===== config.mk =====
export PLATFORM = sky130hd
export DESIGN_NAME = sram_arbiter
export DESIGN_NICKNAME = d
export VERILOG_FILES = /design/src/rtl/sram_arbiter.sv
export SDC_FILE = /design/constraint.sdc
export NUM_CORES = 1
export LEC_CHECK = 0
export BUFFER_PORTS_ARGS = -buffer_cell sky130_fd_sc_hd__buf_2
export CAP_MARGIN = 20
export CORE_UTILIZATION = 45
export CTS_CLUSTER_DIAMETER = 200
export DETAILED_ROUTE_END_ITERATION = 8
export GPL_TIMING_DRIVEN = 0
export PLACE_DENSITY = 0.77
export SETUP_SLACK_MARGIN = 0.5
export SLEW_MARGIN = 20
export SYNTH_ARGS = -nofsm -noshare
export SYNTH_HDL_FRONTEND = slang
export SYNTH_SLANG_ARGS = --single-unit
export TNS_END_PERCENT = 30

===== constraint.sdc =====
create_clock -name main_clk -period 4.4 [get_ports main_clk]
set_input_delay 0.44 -clock main_clk [delete_from_list [all_inputs] [get_ports main_clk]]
set_output_delay 0.44 -clock main_clk [all_outputs]
set_load 0.01 [all_outputs]

===== src/rtl/sram_arbiter.sv =====
// Arbiter for the single asynchronous SRAM port: serves the data load/store first,
// then the instruction fetch, sequencing ce/oe/we strobes with a registered FSM.
module sram_arbiter #(
  parameter int ACCESS_CYCLES = 2,
  parameter int SRAM_AW       = 20
) (
  input  logic               main_clk,
  input  logic               rst,
  input  logic               inst_req,
  input  logic [31:0]        pc,
  output logic [31:0]        instr_read,
  input  logic               data_write_en,
  input  logic               is_data_read,
  input  logic               mem_byte_en,
  input  logic               mem_sign_ext,
  input  logic [31:0]        data_addr,
  input  logic [31:0]        data_write,
  output logic [31:0]        data_read,
  output logic               mem_stall,
  output logic [SRAM_AW-1:0] sram_addr,
  output logic [31:0]        sram_wdata,
  input  logic [31:0]        sram_rdata,
  output logic               sram_ce_n,
  output logic               sram_oe_n,
  output logic               sram_we_n,
  output logic [3:0]         sram_be_n,
  output logic [2:0]         dbg_state_o
);

  typedef enum logic [2:0] {
    IDLE     = 3'd0,
    DATA_RD  = 3'd1,
    WR_SETUP = 3'd2,
    WR_PULSE = 3'd3,
    WR_HOLD  = 3'd4,
    INST_RD  = 3'd5,
    DONE     = 3'd6
  } state_t;

  localparam int CW = (ACCESS_CYCLES > 1) ? $clog2(ACCESS_CYCLES) : 1;
  localparam logic [CW-1:0] CNT_RELOAD = CW'(ACCESS_CYCLES - 1);

  state_t               state_q;
  logic [CW-1:0]        cnt_q;
  logic                 fetch_q;
  logic                 byte_q;
  logic                 sign_q;
  logic [1:0]           lane_q;
  logic [SRAM_AW-1:0]   pc_addr_q;

  logic                 any_req;
  logic [3:0]           req_be_n;
  logic [31:0]          req_wdata;
  logic [7:0]           lane_byte;
  logic [31:0]          load_value;
  logic                 unused_bits;

  assign unused_bits = ^{pc[31:SRAM_AW+2], pc[1:0], data_addr[31:SRAM_AW+2]};

  always_comb begin
    any_req    = inst_req | data_write_en | is_data_read;
    req_be_n   = mem_byte_en ? ~(4'b0001 << data_addr[1:0]) : 4'h0;
    req_wdata  = mem_byte_en ? {4{data_write[7:0]}} : data_write;
    lane_byte  = sram_rdata[8*lane_q +: 8];
    load_value = sram_rdata;
    if (byte_q) begin
      load_value = sign_q ? {{24{lane_byte[7]}}, lane_byte} : {24'h0, lane_byte};
    end
  end

  // Handshake: the core presents a request bundle and holds it while mem_stall=1;
  // mem_stall drops in DONE, the core advances on that edge, and the next bundle
  // is sampled in the following IDLE cycle.
  assign mem_stall = (state_q == IDLE && any_req) ||
                     (state_q inside {DATA_RD, WR_SETUP, WR_PULSE, WR_HOLD, INST_RD});

  assign dbg_state_o = state_q;

  always_ff @(posedge main_clk or posedge rst) begin
    if (rst) begin
      state_q    <= IDLE;
      cnt_q      <= '0;
      fetch_q    <= 1'b0;
      byte_q     <= 1'b0;
      sign_q     <= 1'b0;
      lane_q     <= 2'b00;
      pc_addr_q  <= '0;
      sram_ce_n  <= 1'b1;
      sram_oe_n  <= 1'b1;
      sram_we_n  <= 1'b1;
      sram_be_n  <= 4'hF;
      sram_addr  <= '0;
      sram_wdata <= '0;
      instr_read <= '0;
      data_read  <= '0;
    end else begin
      unique case (state_q)
        IDLE: begin
          fetch_q   <= inst_req;
          byte_q    <= mem_byte_en;
          sign_q    <= mem_sign_ext;
          lane_q    <= data_addr[1:0];
          pc_addr_q <= pc[SRAM_AW+1:2];
          // A store takes priority; a simultaneous load is dropped.
          if (data_write_en) begin
            state_q    <= WR_SETUP;
            sram_ce_n  <= 1'b0;
            sram_addr  <= data_addr[SRAM_AW+1:2];
            sram_wdata <= req_wdata;
            sram_be_n  <= req_be_n;
          end else if (is_data_read) begin
            state_q   <= DATA_RD;
            cnt_q     <= CNT_RELOAD;
            sram_ce_n <= 1'b0;
            sram_oe_n <= 1'b0;
            sram_addr <= data_addr[SRAM_AW+1:2];
            sram_be_n <= req_be_n;
          end else if (inst_req) begin
            state_q   <= INST_RD;
            cnt_q     <= CNT_RELOAD;
            sram_ce_n <= 1'b0;
            sram_oe_n <= 1'b0;
            sram_addr <= pc[SRAM_AW+1:2];
            sram_be_n <= 4'h0;
          end
        end
        DATA_RD: begin
          if (cnt_q == '0) begin
            data_read <= load_value;
            if (fetch_q) begin
              state_q   <= INST_RD;
              cnt_q     <= CNT_RELOAD;
              sram_addr <= pc_addr_q;
              sram_be_n <= 4'h0;
            end else begin
              state_q   <= DONE;
              sram_ce_n <= 1'b1;
              sram_oe_n <= 1'b1;
              sram_be_n <= 4'hF;
            end
          end else begin
            cnt_q <= cnt_q - CW'(1);
          end
        end
        WR_SETUP: begin
          state_q   <= WR_PULSE;
          cnt_q     <= CNT_RELOAD;
          sram_we_n <= 1'b0;
        end
        WR_PULSE: begin
          if (cnt_q == '0) begin
            state_q   <= WR_HOLD;
            sram_we_n <= 1'b1;
          end else begin
            cnt_q <= cnt_q - CW'(1);
          end
        end
        WR_HOLD: begin
          if (fetch_q) begin
            state_q   <= INST_RD;
            cnt_q     <= CNT_RELOAD;
            sram_oe_n <= 1'b0;
            sram_addr <= pc_addr_q;
            sram_be_n <= 4'h0;
          end else begin
            state_q   <= DONE;
            sram_ce_n <= 1'b1;
            sram_be_n <= 4'hF;
          end
        end
        INST_RD: begin
          if (cnt_q == '0) begin
            instr_read <= sram_rdata;
            state_q    <= DONE;
            sram_ce_n  <= 1'b1;
            sram_oe_n  <= 1'b1;
            sram_be_n  <= 4'hF;
          end else begin
            cnt_q <= cnt_q - CW'(1);
          end
        end
        DONE: begin
          state_q <= IDLE;
        end
        default: begin
          state_q <= IDLE;
        end
      endcase
    end
  end

endmodule


After elaboration in Yosys (flattened, before gate mapping)

Index checks and enable logic that the tools add are counted.

Logic and storage cells: 99
Register bits after elaboration: 152
Input port bits: 135
Output and inout port bits: 127

$add $sub $neg: 1
Reduce and logical (&&, ||, !) cells: 18
Bitwise logic cells: 4
Shift operators: 2
Mux-type cells: 46
Eq/ne operators: 13

Operators with widths:

| kind                                             | count |
|---|---|
| two-way mux 20 bit                               | 5 |
| two-way mux 32 bit                               | 3 |
| case mux 20 bit (3 select lines)                 | 1 |
| variable part select 32 x 6 -> 8 bit             | 1 |
| two-way mux 4 bit                                | 7 |
| two-way mux 3 bit                                | 6 |
| case mux 3 bit (6 select lines)                  | 1 |
| two-way mux 1 bit                                | 17 |
| case mux 4 bit (4 select lines)                  | 1 |
| != test 2 bit (second input constant)            | 6 |
| AND reduction 4 bit                              | 3 |
| nonzero test 5 bit                               | 2 |
| case mux 1 bit (4 select lines)                  | 2 |
| AND reduction 2 bit                              | 4 |
| AND reduction 7 bit                              | 1 |
| == test 3 x 2 -> 1 bit (second input constant)   | 2 |
| == test 3 bit (second input constant)            | 2 |
| case mux 1 bit (5 select lines)                  | 1 |
| != test 4 bit (second input constant)            | 1 |
| inverter 4 bit                                   | 1 |
| nonzero test 4 bit                               | 1 |
| << shifter 1 x 2 -> 4 bit (first input constant) | 1 |
| == test 3 x 1 -> 1 bit (second input constant)   | 1 |
| zero test 3 bit                                  | 1 |
| 12 further kinds                                 | 13 |

Depth between registers and ports, before layout

Gate-level depths: netlist of the first run.

Depth after elaboration: 6
Mapped depth: 7
Mapped depth without buffers: 4

Worst setup path after synthesis of the first run

Ideal clock, no wire load.

Path kind: input port to flip-flop
Start point: input data_write_en
End point: register sram_addr[12]
Buffers on the path: 2
Stages on the path: 6
Slack: 2.528 ns
Setup time: 0.125 ns
Required time: 4.275 ns
Data arrival time: 1.747 ns
Cells stage by stage: buf_4 nor2_2 buf_6 mux2_1 mux2_2 mux2_2

Word-level cells in the longest chain between the ends: 2
Elaborated cells between the ends (all ways): 4
Classes of those cells: eq/ne: 1; mux: 2; reduce/logical: 1

Ends and longest elaborated chain:

| what                                                                                     | RTL line | RTL |
|---|---|---|
| start: declaration                                                                       | 12       | `input logic data_write_en,` |
| != test 4 bit (no line) / two-way mux 20 bit (equally long branches)                     | --       |  |
| AND reduction 3 bit (no line) / case mux 20 bit (3 select lines) (equally long branches) | --       |  |
| end signal: assignment                                                                   | 108      | `sram_addr <= data_addr[SRAM_AW+1:2];` |
| end signal: assignment                                                                   | 116      | `sram_addr <= data_addr[SRAM_AW+1:2];` |
| end signal: assignment                                                                   | 123      | `sram_addr <= pc[SRAM_AW+1:2];` |
| end: declaration                                                                         | 20       | `output logic [SRAM_AW-1:0] sram_addr,` |

Parallel ways exist; a longest one is shown, timed or not.
A chain may end at the register's enable or synchronous reset.

Worst setup path after layout of the first run

Start point: register state_q[2], in the netlist dbg_state_o[2]
End point: output mem_stall

Word-level cells in the longest chain between the ends: 3
Elaborated cells between the ends (all ways): 9
Classes of those cells: eq/ne: 5; reduce/logical: 4

Ends and longest elaborated chain:

| what                                                           | RTL line | RTL |
|---|---|---|
| start: declaration                                             | 43       | `state_t state_q;` |
| start signal: assignment                                       | 81       | `state_q <= IDLE;` |
| start signal: assignment                                       | 106      | `state_q <= WR_SETUP;` |
| start signal: assignment                                       | 112      | `state_q <= DATA_RD;` |
| == test 3 x 1 -> 1 bit, or another cell as far along           | 75       | `(state_q inside {DATA_RD, WR_SETUP, WR_PULSE, WR_HOLD, INST_RD});` |
| nonzero test 5 bit / logical AND 1 bit (equally long branches) | 75, 74   |  |
| logical OR 1 bit *                                             | 74       | `assign mem_stall = (state_q == IDLE && any_req) \|\|` |
| end: declaration                                               | 19       | `output logic mem_stall,` |

Mark *: on every way between the ends. The rest lies on a longest branch, timed or not.

==> results.md, run 1 <==
* Status: complete, no violations
* Syn_area_per_cell at 12.0 um2
* Most frequent cells in the layout: 264 x buf_2, 145 x dfrtp_1, 93 x a21oi_1
* Required time worst endpoint at 3.96 ns
* P_leak at 0.00437 uW
* Area Growth Syn to Fin at 30.7%
* Buf/Inv on CP at 3
* Worst slew margin at 45.8%
* Inserted Clock Buffers at 17
* H-tree depth at 4
* Routability cong. at 0.867
* Initial antenna violation count at 0
* Final wirelength at 19.1 mm
* Wire length per cell at 18.3 um
* Latest clock arrival within the worst-skew pair at 0.42 ns
* Total GRT Usage at 24.6%
* Yosys warns at 0
* Placed cell count at 1014
* RSZ-0062 raised after global routing: no
* Routed Antenna Nets at 0
* Worst path most repeated cell: buf_2
* Max_cap viols at 0
* Slowest stage cell on the critical path: dfrtp_1
* Clock Skews at 0.0126 ns
* Top cells by area, synth: dfrtp_1 52%, mux2_1 9.5%, mux2_2 7.6%
* Worst path top cell family by delay: buffers and inverters
* Initial DRC count at 229
* GR Layer Usage met2 at 43.4%
* Area leader, netlist: dfrtp_1
* Hold Crit Depth at 2
* Nets at 981
* Met1 GRT Util at 27.8%
* Row count at 45
* TritonCTS clock tree: yes
* Pre-antenna DRT Iters at 4
* Maximum fanout along the worst path at 10
* Synth top area share at 51.8%
* Largest net degree at the start of global routing at 34
* First-pass GRT wire length at 29.9 mm
* Crit start category: register
* Total congestion overflow at 0
* Layer with the highest usage: met2
* Max incr delay on CP at 0.37 ns
* Residual DRC at 0
* FMAX at 446 MHz
* Fin crit share at 51.0%
* Hpwl dp at 14.6 mm
* Die Ht at 127 um
* Port Buffers at 237
* Core Area at 15200 um2
* Die width at 127 um
* Fin Setup TNS at 0 ns
* Layout cells sized above 1 at 44.6%
* Async SR Flop Fraction at 100%
* Vias at 5601
* #FFs+latches synth at 152
* EDFF count, synth at 0
* Filler cell count at 1257
* Critical path class: reg -> out
* Worst R2R Setup Slack at 2.39 ns
* Final hold vios at 0
* Pins Over Slew Limit at 0
* Post-synthesis sequential area ratio at 54.5%
* Area of the die at 16100 um2
* Final setup vio count at 0
* Worst Hold Class: in -> reg
* Ys flop type: dfrtp_1
* Mapped Cells at 584
* Antenna fix cells at 0
* Vias per cell at 5.35
* Post-CTS sizing at 0
* Worst path depth at 5
* Clock transition at path regs at 0.06 ns
* Pwr Density at 764 nW/um2
* Worst-margin pin slew at 0.813 ns
* Arr. time, crit path at 1.80 ns
* Area of the mapped netlist at 7000 um2
* Met3 usage in global routing at 7.72%
* Crit path time final at 2.24 ns
* Clock tree buffer depth at 2
* Root Buffer: clkbuf_16
* Worst VDD drop at 0.343 mV
* Initial Utilization at 46.0%
* IO Pins at 262
* Critical Path, Cell by Cell: buf_2, nor3_1, buf_2, a22oi_1, buf_2
* Postcts setup bufs at 0
* Vias in the first global route at 5638
* Multi-input logic area at 2950 um2
* Fin cells at 1046
* Commonest non-fill, non-tap cell in the layout: buf_2
* Net Count, Synth at 719
* Hold buffers post-CTS at 1
* # clock sinks at 152
* Register area at 3810 um2
* Yosys cell types at 43
* Crit. End Element: primary output
* Reg2reg path depth at 4
-- routing by layer --
metal  vias up  routed length, um
li1       2595                  -
met5         -                  0
met2       266               9460
met3        33               1610
met4         0                443
met1      2707               7620
-- through the flow --
stage / hold WS (ns) / utilization, % / total power [uW] / worst slack, ns / area [um2]
2_1_floorplan: 0.452 / - / 4380 / 2.05 / 7000
3_3_place_gp: 0.462 / 55.4 / 5420 / 1.03 / 8420
3_5_place_dp: 0.422 / 56.1 / 5530 / 2.38 / 8530
4_1_cts: 0.241 / 60.2 / 7060 / 2.10 / 9150
5_1_grt: 0.242 / 60.2 / 7440 / 2.03 / 9150
6_report: 0.256 / 60.2 / 6990 / 2.16 / 9150
-- final timing paths --
path | from | endpoint
setup / recovery | dbg_state_o[2] | mem_stall
hold / removal | pc[14] | pc_addr_q[12]
setup reg to reg | dbg_state_o[1] | instr_read[13]
hold reg to reg | instr_read[27] | instr_read[27]
max in group asynchronous | rst | data_read[8]
min in group asynchronous | rst | sram_addr[3]
-- where the power goes --
| group | internal [uW] | switching, uW | total [uW] |
|---|---|---|---|
| Combinational | 1370 | 1610 | 2980 |
| Clock | 923 | 570 | 1490 |
| Sequential | 2140 | 373 | 2520 |
| Total | 4440 | 2550 | 6990 |
-- synthesized netlist by cell type (2+ instances only) --
cell type	count
clkbuf_1	9
o21ai_0	2
o22a_1	4
mux2_2	47
nand2b_1	12
mux2_4	18
inv_2	2
nand3_1	7
nor3_2	2
a31oi_1	6
o22ai_1	3
o2bb2ai_1	2
inv_1	6
nor2_1	55
dfrtp_1	145
nor3b_1	2
mux2i_1	26
buf_2	27
nand2_1	13
buf_6	2
a21oi_1	93
o21ai_1	9
and2_1	2
o221ai_1	4
dfstp_2	7
buf_1	3
o31ai_1	2
mux2_1	59
-- flip-flops by register name, summed over array words and instances, names as in the netlist, 2 cells and up --
register	count
data_read	32
dbg_state_o	3
instr_read	32
lane_q	2
pc_addr_q	20
sram_addr	20
sram_be_n	4
sram_wdata	32
-- layout make-up --
type,count,area share (%)
clock inverters,10,1.59
well taps,188,2.57
flip-flops and latches,152,41.7
plain buffers,42,2.30
clock buffers,21,5.03
inverters,8,0.369
repair buffers,243,14.3
multi-input cells,382,32.2
-- worst register-to-register path: cells and delay by family, from the launching register on --
family                 cells  cell delay (ns)
buffers and inverters      1             0.38
DFF                        1             0.46
muxes                      1             0.36
and+or+nand+nor            2             0.69
-- cells by family after synthesis --
family	Yosys count	share of synthesized area [%]
mux	151	25.0
flops	152	54.5
xor+xnor	1	0.125
buf+inv	50	3.43
compound gates	132	10.6
simple gates	98	6.42
No activity file was read; power rests on OpenSTA's default activity.
==> run 2, diff against run 1 <==
--- a/config.mk
+++ b/config.mk
@@ -7,11 +7,11 @@
 export LEC_CHECK = 0
 export BUFFER_PORTS_ARGS = -buffer_cell sky130_fd_sc_hd__buf_2
 export CAP_MARGIN = 20
-export CORE_UTILIZATION = 45
+export CORE_UTILIZATION = 50
 export CTS_CLUSTER_DIAMETER = 200
 export DETAILED_ROUTE_END_ITERATION = 8
 export GPL_TIMING_DRIVEN = 0
-export PLACE_DENSITY = 0.77
+export PLACE_DENSITY = 0.81
 export SETUP_SLACK_MARGIN = 0.5
 export SLEW_MARGIN = 20
 export SYNTH_ARGS = -nofsm -noshare
==> constraint.sdc (replaced) <==
create_clock -name main_clk -period 2.2 [get_ports main_clk]
set_input_delay 0.22 -clock main_clk [delete_from_list [all_inputs] [get_ports main_clk]]
set_output_delay 0.22 -clock main_clk [all_outputs]
set_load 0.01 [all_outputs]
==> run 2 against run 1 <==
- clock power rose by 120%
- first-iteration DRC count rose by 43%
- total power rose by 110%
- sequential share of layout area fell by 1.2 points
- clock skew fell by 0.0049 ns
- non-clock buffer count rose by 13
- count of clock-buffer cells in the layout fell by 1
- worst setup slack got worse by 1.7 ns
- cell count barely moved
- critical path type is now reg -> reg
- worst hold slack got worse by 0.23 ns
==> results.md, run 2 (synthesized netlist as in run 1, its figures left out) <==
* Reg2reg path depth at 6 (was 4)
* Row count at 42 (was 45)
* Fin crit share at 80.4%
* Latest clock arrival within the worst-skew pair at 0.42 ns (about the same)
* Multi-input logic area at 2990 um2 (was 2950 um2)
* Post-layout util at 70.1% (was 60.2%)
* Final hold vios at 0 (unchanged)
* Routability cong. at 0.872 (was 0.867)
* Fin Setup TNS at 0 ns (unchanged)
* Area Growth Syn to Fin at 34.7% (was 30.7%)
* Clock transition at path regs at 0.06 ns (about the same)
* Worst slew margin at 49.5% (was 45.8%)
* Wire length per cell at 18.3 um (about the same)
* Max incr delay on CP at 0.39 ns (was 0.37 ns)
* Routed Antenna Nets at 0 (unchanged)
* Port Buffers at 237 (unchanged)
* Hpwl dp at 14.0 mm (was 14.6 mm)
* Clock tree buffer depth at 2 (unchanged)
* Initial antenna violation count at 0 (unchanged)
* Register area at 3810 um2 (about the same)
* Max_cap viols at 0 (unchanged)
* Die width at 120 um (was 127 um)
* Total GRT Usage at 27.8% (was 24.6%)
* Initial DRC count at 327 (was 229)
* H-tree depth at 4 (unchanged)
* Nets at 994 (was 981)
* R2r endpoint: sram_addr[1] (was instr_read[13])
* Worst VDD drop at 0.760 mV (was 0.343 mV)
* Worst-margin pin slew at 0.757 ns (was 0.813 ns)
* Final wirelength at 19.2 mm (was 19.1 mm)
* Regs by FF count: data_read (32), instr_read (32), sram_wdata (32) (unchanged)
* Pins Over Slew Limit at 0 (unchanged)
* Pre-antenna DRT Iters at 4 (unchanged)
* Maximum fanout along the worst path at 9 (was 10)
* Inserted Clock Buffers at 17 (unchanged)
* Required time worst endpoint at 2.50 ns (was 3.96 ns)
* FMAX at 566 MHz
* Buf/Inv on CP at 2 (was 3)
* Post-route cell area at 9430 um2 (was 9150 um2)
* Placed inst area at 8510 um2 (was 8530 um2)
* Filler cell count at 963 (was 1257)
* Residual DRC at 0 (unchanged)
* Vias per cell at 5.46 (was 5.35)
* Crit. End Element: register (was primary output)
* Worst R2R Setup Slack at 0.43 ns (was 2.39 ns)
* Slowest stage cell on the critical path: dfrtp_1 (unchanged)
* Commonest non-fill, non-tap cell in the layout: buf_2 (unchanged)
* Root Buffer: clkbuf_16 (unchanged)
* Crit start category: register (unchanged)
* Critical path class: reg -> reg (was reg -> out)
* Worst path top cell family by delay: multiplexers (was buffers and inverters)
* RSZ-0062 raised after global routing: yes (was no)
* First-pass GRT wire length at 30.7 mm (was 29.9 mm)
* Core Area at 13500 um2 (was 15200 um2)
* Clock Skews at 0.00773 ns (was 0.0126 ns)
* Critical path launch point: dbg_state_o[2] (unchanged)
* Status: complete, no violations (unchanged)
* Arr. time, crit path at 2.07 ns (was 1.80 ns)
* Most frequent cells in the layout: 247 x buf_2, 143 x dfrtp_1, 93 x a21oi_1 (was 264 x buf_2, 145 x dfrtp_1, 93 x a21oi_1)
* Worst path depth at 6 (was 5)
* TritonCTS clock tree: yes (unchanged)
* Initial Utilization at 52.0% (was 46.0%)
* Vias in the first global route at 5883 (was 5638)
* Antenna fix cells at 0 (unchanged)
* Layout cells sized above 1 at 47.9% (was 44.6%)
* Crit path time final at 1.77 ns
* Die Ht at 120 um (was 127 um)
* P_leak at 0.00451 uW (was 0.00437 uW)
* Worst Hold Class: in -> reg (unchanged)
* Critical Path, Cell by Cell: buf_6, xnor2_1, nor2_2, buf_6, mux2_2, mux2_2 (was buf_2, nor3_1, buf_2, a22oi_1, buf_2)
* # clock sinks at 152 (unchanged)
* Pwr Density at 1560 nW/um2 (was 764 nW/um2)
* IO Pins at 262 (unchanged)
* Vias at 5720 (was 5601)
* Area of the die at 14500 um2 (was 16100 um2)
* Final setup vio count at 0 (unchanged)
* RR Startpoint: dbg_state_o[2] (was dbg_state_o[1])
* CP Capture Point: sram_addr[1] (was mem_stall)
* Largest net degree at the start of global routing at 33 (was 34)
* Total congestion overflow at 0 (unchanged)
[run 2: worst min-delay path by stage]
stage | start | end | slack [ns] | cells after the start
after floorplan | sram_rdata[0] | instr_read[0] | 0.35 | 1
after global placement | pc[14] | pc_addr_q[12] | 0.45 | 2
after detailed placement | rst | instr_read[19] | 0.15 | 2
after CTS | pc[17] | pc_addr_q[15] | 0.02 | 2
after global routing | pc[14] | pc_addr_q[12] | 0.02 | 2
final | pc[17] | pc_addr_q[15] | 0.03 | 2
[run 2: per-layer routing]
| metal | vias to the layer above | global-route usage, % | routed length, um |
|---|---|---|---|
| li1 | 2634 | - | - |
| met3 | 46 | 7.50 | 1580 |
| met2 | 282 | 47.7 | 9340 |
| met4 | 0 | 12.3 | 591 |
| met1 | 2758 | 32.7 | 7680 |
| met5 | - | 0 | 0 |
[run 2: power breakdown]
part	total, uW	switching (uW)	internal, uW
Combinational	6390	3350	3030
Clock	3240	1140	2100
Sequential	5060	765	4290
[run 2: timing repair]
action / 4_1_cts / 5_1_grt
buffers inserted: 11 / 1
hold endpoints to repair: 64 / 0
pin swaps: 4 / 2
cloned: 1 / 0
hold buffers: 1 / 0
setup endpoints to repair: 120 / 135
resized for setup: 31 / 36
[run 2: final cells by class]
cell class | instances | share of cell area (%)
Sequential cell | 152 | 40.5
Multi-Input combinational cell | 382 | 31.8
Timing Repair Buffer | 256 | 14.8
Clock buffer | 20 | 4.95
Buffer | 42 | 3.30
Tap cell | 176 | 2.34
Clock inverter | 11 | 2.07
Inverter | 8 | 0.358
[run 2: stage by stage]
step | worst slack [ns] | total power (uW) | hold WS (ns) | instances
finish | 0.432 | 14700 | 0.0289 | 1047
global route | 0.362 | 15600 | 0.0164 | 1047
CTS | 0.387 | 14600 | 0.0170 | 1046
detailed placement | 0.165 | 11000 | 0.150 | 1002
global placement | -0.920 | 10800 | 0.455 | 997
floorplan | 0.0688 | 8750 | 0.355 | 584
==> run 3, diff against run 2 <==
==> constraint.sdc (replaced) <==
create_clock -name main_clk -period 1.8 [get_ports main_clk]
set_input_delay 0.18 -clock main_clk [delete_from_list [all_inputs] [get_ports main_clk]]
set_output_delay 0.18 -clock main_clk [all_outputs]
set_load 0.01 [all_outputs]
==> run 3 against run 2 <==
- first-iteration DRC count grew 50%
- count of clock-buffer cells in the layout is the same
- utilization grew 3.8 points
- register-to-register slack lost 0.41 ns
- combinational power grew 40%
- worst hold slack lost 0.021 ns
- non-clock buffer count grew 18
- total power grew 31%
- die area is the same
- sequential cell count is the same
- wire length grew 12%
- sequential power grew 25%
==> results.md, run 3 (synthesized netlist as in run 1, its figures left out) <==
* Row count at 42 (unchanged)
* Worst Hold Class: in -> reg (unchanged)
* Port Buffers at 237 (unchanged)
* Crit path time final at 1.78 ns
* Placed inst area at 8510 um2 (unchanged)
* First-pass GRT wire length at 31.9 mm (was 30.7 mm)
* Arr. time, crit path at 1.60 ns (was 2.07 ns)
* Buf/Inv on CP at 2 (unchanged)
* Die width at 120 um (unchanged)
* Max_cap viols at 0 (unchanged)
* Maximum fanout along the worst path at 6 (was 9)
* Register area at 3810 um2 (unchanged)
* Status: complete, no violations (unchanged)
* Worst path depth at 4 (was 6)
* Final hold vios at 0 (unchanged)
* Worst R2R Setup Slack at 0.02 ns (was 0.43 ns)
* Routability cong. at 0.872 (unchanged)
* Initial Utilization at 52.0% (unchanged)
* # clock sinks at 152 (unchanged)
* Slowest stage cell on the critical path: dfrtp_2 (was dfrtp_1)
* Crit start category: register (unchanged)
* Filler cell count at 881 (was 963)
* RSZ-0062 raised after global routing: yes (unchanged)
* Critical path launch point: dbg_state_o[0] (was dbg_state_o[2])
* Worst slew margin at 49.5% (about the same)
* Post-route cell area at 9940 um2 (was 9430 um2)
* FMAX at 562 MHz
* Worst Hold Launch: pc[7] (was pc[17])
* Hold Crit Depth at 2 (unchanged)
* Largest net degree at the start of global routing at 33 (unchanged)
* Wire length per cell at 20.2 um (was 18.3 um)
* H-tree depth at 4 (unchanged)
* Total GRT Usage at 29.3% (was 27.8%)
* IO Pins at 262 (unchanged)
* Vias at 6022 (was 5720)
* Reg2reg path depth at 7 (was 6)
* Worst path top cell family by delay: flip-flops (was multiplexers)
* Pins Over Slew Limit at 0 (unchanged)
* Vias per cell at 5.65 (was 5.46)
* Core Area at 13500 um2 (unchanged)
* Commonest non-fill, non-tap cell in the layout: buf_2 (unchanged)
* Fin crit share at 98.9%
* Vias in the first global route at 6034 (was 5883)
* Post-layout util at 73.9% (was 70.1%)
* Initial antenna violation count at 0 (unchanged)
* Final wirelength at 21.5 mm (was 19.2 mm)
* Latest clock arrival within the worst-skew pair at 0.42 ns (about the same)
* Nets at 1012 (was 994)
* Residual DRC at 0 (unchanged)
* Worst-margin pin slew at 0.758 ns (was 0.757 ns)
* Antenna fix cells at 0 (unchanged)
* Inserted Clock Buffers at 17 (unchanged)
* Routed Antenna Nets at 0 (unchanged)
* Total congestion overflow at 0 (unchanged)
* Critical Path, Cell by Cell: nor3_2, buf_4, a22oi_2, buf_2 (was buf_6, xnor2_1, nor2_2, buf_6, mux2_2, mux2_2)
* Initial DRC count at 490 (was 327)
* Multi-input logic area at 3240 um2 (was 2990 um2)
* Clock Skews at 0.00774 ns (was 0.00773 ns)
* Area Growth Syn to Fin at 42.0% (was 34.7%)
* Crit. End Element: primary output (was register)
* Pwr Density at 1940 nW/um2 (was 1560 nW/um2)
* Hpwl dp at 14.0 mm (unchanged)
* Clock tree buffer depth at 2 (unchanged)
* Die Ht at 120 um (unchanged)
* Regs by FF count: data_read (32), instr_read (32), sram_wdata (32) (unchanged)
* Most frequent cells in the layout: 245 x buf_2, 143 x dfrtp_1, 90 x a21oi_1 (was 247 x buf_2, 143 x dfrtp_1, 93 x a21oi_1)
* Final setup vio count at 0 (unchanged)
* Required time worst endpoint at 1.62 ns (was 2.50 ns)
* R2r endpoint: sram_addr[14] (was sram_addr[1])
* Layout cells sized above 1 at 51.4% (was 47.9%)
* P_leak at 0.00478 uW (was 0.00451 uW)
* Area of the die at 14500 um2 (unchanged)
* TritonCTS clock tree: yes (unchanged)
* Pre-antenna DRT Iters at 7 (was 4)
* Clock transition at path regs at 0.06 ns (about the same)
* RR Startpoint: dbg_state_o[2] (unchanged)
* Hold endpoint: pc_addr_q[5] (was pc_addr_q[15])
* Worst VDD drop at 1.07 mV (was 0.760 mV)
* Critical path class: reg -> out (was reg -> reg)
* Root Buffer: clkbuf_16 (unchanged)
* Max incr delay on CP at 0.49 ns (was 0.39 ns)
==> run 3: changes by cell type in the layout (fill, tap and decap cells not counted), moves of 3 or more <==
cell           change
mux2_4            +51
buf_12             +4
a21oi_2            +3
mux2_2            -19
dlygate4sd3_1     +16
buf_4              -4
a21oi_1            -3
buf_8              +4
mux2_1            -32
==> run 3: report_power, final <==
group / switching (uW) / internal, uW / leakage [uW]
sequential: 1070 / 5250 / 0.00177
combinational: 4470 / 4480 / 0.00270
clock: 1430 / 2570 / 0.000314
total: 6970 / 12300 / 0.00478
==> run 3: stage by stage <==
| step | instances | hold slack, ns | power, uW | TNS, ns | setup slack [ns] |
|---|---|---|---|---|---|
| after floorplan | 584 | 0.315 | 10700 | -42.24 | -0.291 |
| after global placement | 997 | 0.415 | 13200 | -195.74 | -1.28 |
| after detailed placement | 1002 | 0.110 | 13500 | -9.41 | -0.235 |
| after CTS | 1063 | 0.00311 | 18300 | 0 | 0.0574 |
| after global routing | 1065 | 0.00245 | 20300 | -0.748 | -0.0617 |
| final | 1065 | 0.00809 | 19300 | 0 | 0.0201 |
==> run 3: layout make-up <==
class / count / area share [%]
flip-flops and latches: 152 / 38.4
multi-input cells: 382 / 32.6
repair buffers: 274 / 16.1
clock buffers: 20 / 4.69
plain buffers: 42 / 3.70
well taps: 176 / 2.21
clock inverters: 11 / 1.96
inverters: 8 / 0.340
==> run 3: metal layers <==
layer	vias to the layer above	global-route usage (%)	wire length (um)
met1	2959	33.9	8120
met5	-	0	0
met3	56	7.69	1820
li1	2666	-	-
met2	341	50.9	10800
met4	0	13.2	746
==> run 3: worst max path at each step <==
stage	to	slack [ns]
2_1_floorplan	byte_q	-0.29
3_5_place_dp	instr_read[18]	-0.23
3_3_place_gp	sram_addr[15]	-1.28
5_1_grt	mem_stall	-0.06
6_report	mem_stall	0.02
4_1_cts	sram_addr[1]	0.06
==> run 3: what timing repair did <==
action | 4_1_cts | 5_1_grt
setup endpoints to repair | 152 | 156
pin swaps | 3 | 3
endpoints found under the hold margin | 80 | 0
hold buffers | 17 | 0
resized for setup | 54 | 97
gates cloned | 2 | 0
setup buffers | 11 | 2
==> run 3: worst register-to-register path, delay by kind of cell (launching register included) <==
| family | cells | cell delay, ns |
|---|---|---|
| xor gates and xnor gates | 1 | 0.14 |
| buffers and inverters | 3 | 0.43 |
| DFF | 1 | 0.39 |
| muxes | 2 | 0.58 |
| and+or+nand+nor | 1 | 0.12 |
